==> config.mk <==
export PLATFORM = sky130hd
export DESIGN_NAME = iq_symbol_sync
export DESIGN_NICKNAME = d
export VERILOG_FILES = /design/src/rtl/iq_symbol_sync.sv
export SDC_FILE = /design/constraint.sdc
export NUM_CORES = 2
export LEC_CHECK = 0
export CORE_MARGIN = 3
export CORE_UTILIZATION = 58
export DETAILED_ROUTE_END_ITERATION = 6
export GPL_TIMING_DRIVEN = 0
export PLACE_DENSITY = 0.87
export REMOVE_ABC_BUFFERS = 1
export SLEW_MARGIN = 0
export SYNTH_ARGS = -nofsm -noshare
export SYNTH_HDL_FRONTEND = slang
export SYNTH_SLANG_ARGS = --single-unit
==> constraint.sdc <==
create_clock -name clk -period 26.2 [get_ports clk]
set_input_delay 3.93 -clock clk [delete_from_list [all_inputs] [get_ports clk]]
set_output_delay 3.93 -clock clk [all_outputs]
set_load 0.02 [all_outputs]
==> src/rtl/iq_symbol_sync.sv <==
// Symbol-timing recovery: picks the strongest sample phase per window and emits DBPSK products/decisions.
// Latency: strobe_out, DI, DQ and bit_out appear 1 clk after the qualifying strobe_in.
// Backpressure: none; every strobe_in with ce=1 is consumed, and back-to-back strobes are supported.
module iq_symbol_sync #(
   parameter int DATA_WIDTH   = 16,
   parameter int SPS          = 5,
   parameter int WIN_LOG2     = 5,
   parameter int AVE_SHIFT    = 4,
   parameter int LOCK_WINDOWS = 3
) (
   input  logic                         clk,
   input  logic                         rst,
   input  logic                         ce,
   input  logic                         strobe_in,
   input  logic signed [DATA_WIDTH-1:0] I_in,
   input  logic signed [DATA_WIDTH-1:0] Q_in,
   input  logic        [DATA_WIDTH-1:0] Amp_in,
   input  logic                         hold_sync,
   output logic                         strobe_out,
   output logic signed [2*DATA_WIDTH:0] DI,
   output logic signed [2*DATA_WIDTH:0] DQ,
   output logic                         bit_out,
   output logic        [6:0]            bits_count,
   output logic        [DATA_WIDTH-1:0] Ave_Amp_Out,
   output logic        [DATA_WIDTH-1:0] Max_Amp,
   output logic        [2:0]            sync_count,
   output logic        [2:0]            max_sync,
   output logic                         locked
);

   localparam int ACC_W = DATA_WIDTH + WIN_LOG2;
   localparam int PW    = 2*DATA_WIDTH + 1;
   localparam logic [2:0] LAST_PH = 3'(SPS-1);
   localparam logic [2:0] LOCK_N  = 3'(LOCK_WINDOWS);

   logic [ACC_W-1:0]             acc     [SPS];
   logic [ACC_W-1:0]             acc_inc [SPS];
   logic [WIN_LOG2-1:0]          sym_cnt;
   logic [2:0]                   lock_cnt;
   logic [2:0]                   lock_cnt_inc;
   logic                         valid;
   logic signed [DATA_WIDTH-1:0] i_prev;
   logic signed [DATA_WIDTH-1:0] q_prev;
   logic                         strobe_r;

   logic                         take;
   logic                         sym_end;
   logic                         win_end;
   logic                         decide;
   logic                         phase_change;
   logic [ACC_W-1:0]             best_val;
   logic [2:0]                   best_idx;
   logic [2:0]                   winner;
   logic                         cur_tied;

   logic signed [2*DATA_WIDTH-1:0] p_ii, p_qq, p_qi, p_iq;
   logic signed [PW-1:0]           di_calc, dq_calc;
   logic signed [DATA_WIDTH:0]     ave_diff, ave_step, ave_sum;

   assign take         = ce & strobe_in;
   assign sym_end      = take && (sync_count == LAST_PH);
   assign win_end      = sym_end && (&sym_cnt);
   // decision compares against the registered phase, so a same-cycle window update never affects it
   assign decide       = take && (sync_count == max_sync);
   assign phase_change = win_end && !hold_sync && (winner != max_sync);
   assign lock_cnt_inc = (lock_cnt == LOCK_N) ? lock_cnt : lock_cnt + 3'd1;

   // differential products against the previous decision-phase sample
   assign p_ii    = I_in * i_prev;
   assign p_qq    = Q_in * q_prev;
   assign p_qi    = Q_in * i_prev;
   assign p_iq    = I_in * q_prev;
   assign di_calc = PW'(p_ii) + PW'(p_qq);
   assign dq_calc = PW'(p_qi) - PW'(p_iq);

   // amplitude IIR step in one extra signed bit; arithmetic shift floors toward -inf
   assign ave_diff = $signed({1'b0, Amp_in}) - $signed({1'b0, Ave_Amp_Out});
   assign ave_step = ave_diff >>> AVE_SHIFT;
   assign ave_sum  = $signed({1'b0, Ave_Amp_Out}) + ave_step;

   // accumulators including the current sample, then argmax with preference for the current phase
   always_comb begin
      for (int p = 0; p < SPS; p++) begin
         acc_inc[p] = (sync_count == 3'(p)) ? acc[p] + ACC_W'(Amp_in) : acc[p];
      end
      best_val = acc_inc[0];
      best_idx = 3'd0;
      for (int p = 1; p < SPS; p++) begin
         if (acc_inc[p] > best_val) begin
            best_val = acc_inc[p];
            best_idx = 3'(p);
         end
      end
      cur_tied = 1'b0;
      for (int p = 0; p < SPS; p++) begin
         if ((max_sync == 3'(p)) && (acc_inc[p] == best_val)) cur_tied = 1'b1;
      end
      winner = cur_tied ? max_sync : best_idx;
   end

   // sample phase, symbol counter and per-phase accumulation
   always_ff @(posedge clk or negedge rst) begin
      if (!rst) begin
         sync_count <= 3'd0;
         sym_cnt    <= '0;
         for (int p = 0; p < SPS; p++) acc[p] <= '0;
      end else if (take) begin
         sync_count <= (sync_count == LAST_PH) ? 3'd0 : sync_count + 3'd1;
         if (sym_end) sym_cnt <= sym_cnt + 1'b1;
         for (int p = 0; p < SPS; p++) acc[p] <= win_end ? '0 : acc_inc[p];
      end
   end

   // end-of-window phase selection and lock tracking
   always_ff @(posedge clk or negedge rst) begin
      if (!rst) begin
         max_sync <= 3'd0;
         Max_Amp  <= '0;
         lock_cnt <= 3'd0;
         locked   <= 1'b0;
      end else if (win_end) begin
         Max_Amp <= best_val[ACC_W-1:WIN_LOG2];
         if (phase_change) begin
            max_sync <= winner;
            lock_cnt <= 3'd0;
            locked   <= 1'b0;
         end else begin
            lock_cnt <= lock_cnt_inc;
            locked   <= (lock_cnt_inc == LOCK_N);
         end
      end
   end

   // DBPSK decision; a phase change invalidates the stored reference sample
   always_ff @(posedge clk or negedge rst) begin
      if (!rst) begin
         valid      <= 1'b0;
         i_prev     <= '0;
         q_prev     <= '0;
         DI         <= '0;
         DQ         <= '0;
         bit_out    <= 1'b0;
         bits_count <= 7'd0;
         strobe_r   <= 1'b0;
      end else begin
         strobe_r <= 1'b0;
         if (decide) begin
            i_prev <= I_in;
            q_prev <= Q_in;
            valid  <= 1'b1;
            if (valid) begin
               DI         <= di_calc;
               DQ         <= dq_calc;
               bit_out    <= di_calc[PW-1];
               bits_count <= bits_count + 7'd1;
               strobe_r   <= 1'b1;
            end
         end
         if (phase_change) valid <= 1'b0;
      end
   end

   // running mean amplitude, updated on every accepted sample
   always_ff @(posedge clk or negedge rst) begin
      if (!rst) Ave_Amp_Out <= '0;
      else if (take) Ave_Amp_Out <= ave_sum[DATA_WIDTH-1:0];
   end

   assign strobe_out = strobe_r & ce;

endmodule

==> results.yml <==
sta:
  setup_violations: 0
  rsz0062_at_grt: "no"
  tightest_slew_ps: 1510
  fmax_ghz: 0.0400
  period_needed_ps: 25010
  skew_ps: 19.9
  holdWs_ps: 470
  finalHoldViolCount: 0
  relSlewSlack_pct: -0.430
  finalCritPeriodShare_pct: 95.5
  slew_viol_final: 41
placed_design:
  io_buffers: 166
  dp_hpwl_mm: 136
  routabilityCongestion: 0.957
global_route:
  grt_pass1_wl_mm: 294
  antenna_found_initial: 5
  grt.total_usage_pct: 33.6
  grt_max_degree: 92
  overflow: 0
  grt_pass1_vias: 54400
die:
  die_y_um: 333
  rows: 119
  die_w_um: 333
  ioPinCount: 167
  core-area_um2: 106000
  initial_core_util_pct: 58.8
  dieArea_um2: 111000
clock_tree:
  ctsHoldBuffers: 0
  cts_buffer_depth: 3
  cts_tree: "yes"
  cts-resized-gates: 0
  cts_sinks: 259
  worstSkewPairLatency_ps: 640
  h-tree-depth: 2
  cts_setup_buffers: 0
  clk_pin_slew_ps: 70
  cts_buffers: 39
  clock-root-buffer: "clkbuf_16"
synth:
  yosysTopAreaCellShare_pct: 38.0
  ys_ff_latch: 259
  syn_area_um2: 62100
  synth-seq-area-share_pct: 10.4
  yosysUniqueCellTypes: 104
  yosysTopAreaCell: "fa_1"
  synthArstFlopShare_pct: 100
  synthTopCellsByArea: "fa_1 38%, dfrtp_1 10%, ha_1 10%"
  yosysWarningCount: 0
  syn_area_per_cell_um2: 8.94
  synth_edf_count: 0
  syn_inst: 6948
  synth_ff_type: "dfrtp_1"
detailed_routing:
  wl_per_cell_um: 22.1
  dr_total_vias: 50600
  viasPerCell: 6.12
  drtIter0Drc: 4416
  wl_mm: 182
  firstDrtPassIters: 7
  drcViolationCount: 1
  ant_nets: 0
setup_path:
  crit_required_ps: 26730
  critPathKind: "in2reg"
  setup.worst_path.start: "Amp_in[1]"
  worst_path_max_delay_cell: "nand2_1"
  startpoint_type: "primary input"
  critical_path_buf_inv_count: 7
  critPathMaxStageDelay_ps: 1240
  critPathCaptureType: "flop"
  crit_family: "compound AO/OA/AOI/OAI gates"
  path_common_cell: "inv_1"
  arrival_ps: 25540
  rr_startpoint: "acc[63]"
  crit_fanout: 41
run_status:
  outcome: "complete, but fails checks"
  violations: "DRC, capacitance limit, slew limit"
cells_and_area:
  layout-drive-gt1-share_pct: 3.33
  final_common_cell: "inv_1"
  syn_to_final_growth_pct: 6.21
  fin_nets: 8593
  fill_cells: 8248
  most-common-layout-cells: "1303 x inv_1, 1179 x fa_1, 1003 x nand2_1"
hold_path:
  hp-class: "reg2reg"
  min_from: "sym_cnt[3]"
run:
  maxCapViolations: 1
## cell usage after synthesis (15+ instances only)
cell	n
nor2b_1	24
fa_1	1179
nand2_1	1007
dfrtp_1	259
o21bai_1	26
nor3_1	77
o211ai_1	30
or3_1	27
nor4_1	18
nand3_1	91
and3_1	42
or2_2	17
ha_1	513
nand2b_1	77
a21oi_1	206
xor2_1	54
a211o_1	20
mux2_2	40
buf_1	15
o2111ai_1	16
o21a_1	42
a22o_1	31
a211oi_1	38
and2_1	391
inv_1	1303
nor2_1	174
o21ai_0	267
a2111oi_0	18
clkbuf_1	304
nand4_1	41
xnor2_1	181
mux2i_1	45
a21o_1	57
o31ai_1	47
a31oi_1	26
## cell families after synthesis
group	count (synthesis)	synth area share [%]
DFF	259	10.4
and+or+nand+nor	2050	15.8
adders and majority gates	1692	48.3
xor gates and xnor gates	237	3.39
muxes	87	1.50
buffers and inverters	1633	9.92
AOI/OAI and AO/OA	990	10.7
## layer usage
metal	share of wire (%)	vias to the layer above	global-route usage, %
met5	0	-	0
met4	5.4	0	15.8
met3	12	623	8.31
met2	45	2985	52.3
met1	38	25200	44.5
li1	-	21800	-
## worst paths after layout
path                       slack [ps]  cells past startpoint               to
max in group asynchronous       21800                      2        q_prev[1]
min reg2reg                       470                      1       sym_cnt[3]
max reg2reg                      5130                     54      max_sync[2]
min in group asynchronous        3230                      1  Ave_Amp_Out[12]
min                               470                      1       sym_cnt[3]
max                              1190                     54      max_sync[2]
## flip-flops by register name (all words and copies together), names as in the netlist
signal,flops
i_prev,16
max_sync,3
valid,1
strobe_r,1
bits_count,7
Ave_Amp_Out,16
q_prev,16
Max_Amp,16
sym_cnt,5
sync_count,3
locked,1
lock_cnt,3
DQ,33
DI,33
acc,105
## stage by stage
step | instance area (um2) | instances | worst slack (ps) | util (%) | TNS (ps)
final | 66000 | 8268 | 1190 | 62.4 | 0
after detailed placement | 64600 | 8195 | 1260 | 61.1 | 0
after global routing | 66000 | 8267 | 442 | 62.4 | 0
after floorplan | 60900 | 6620 | 6510 | - | 0
after CTS | 65900 | 8262 | 1900 | 62.3 | 0
after global placement | 64300 | 8177 | -3540 | 60.8 | -37690
## cell type report
cell class                      instances  area [um2]  area share [%]
Timing Repair Buffer                  187        1990            3.01
Sequential cell                       259        6500            9.85
Inverter                             1305        4900            7.42
Clock buffer                           48        1030            1.56
Tap cell                             1391        1740            2.64
Multi-Input combinational cell       5056       49500            75.1
Antenna cell                            3        7.51          0.0114
Clock inverter                         19         280           0.425
Power is left out: the tool's default activity adds up to more than one toggle a clock period on the data nets, which glitch-free logic cannot reach.
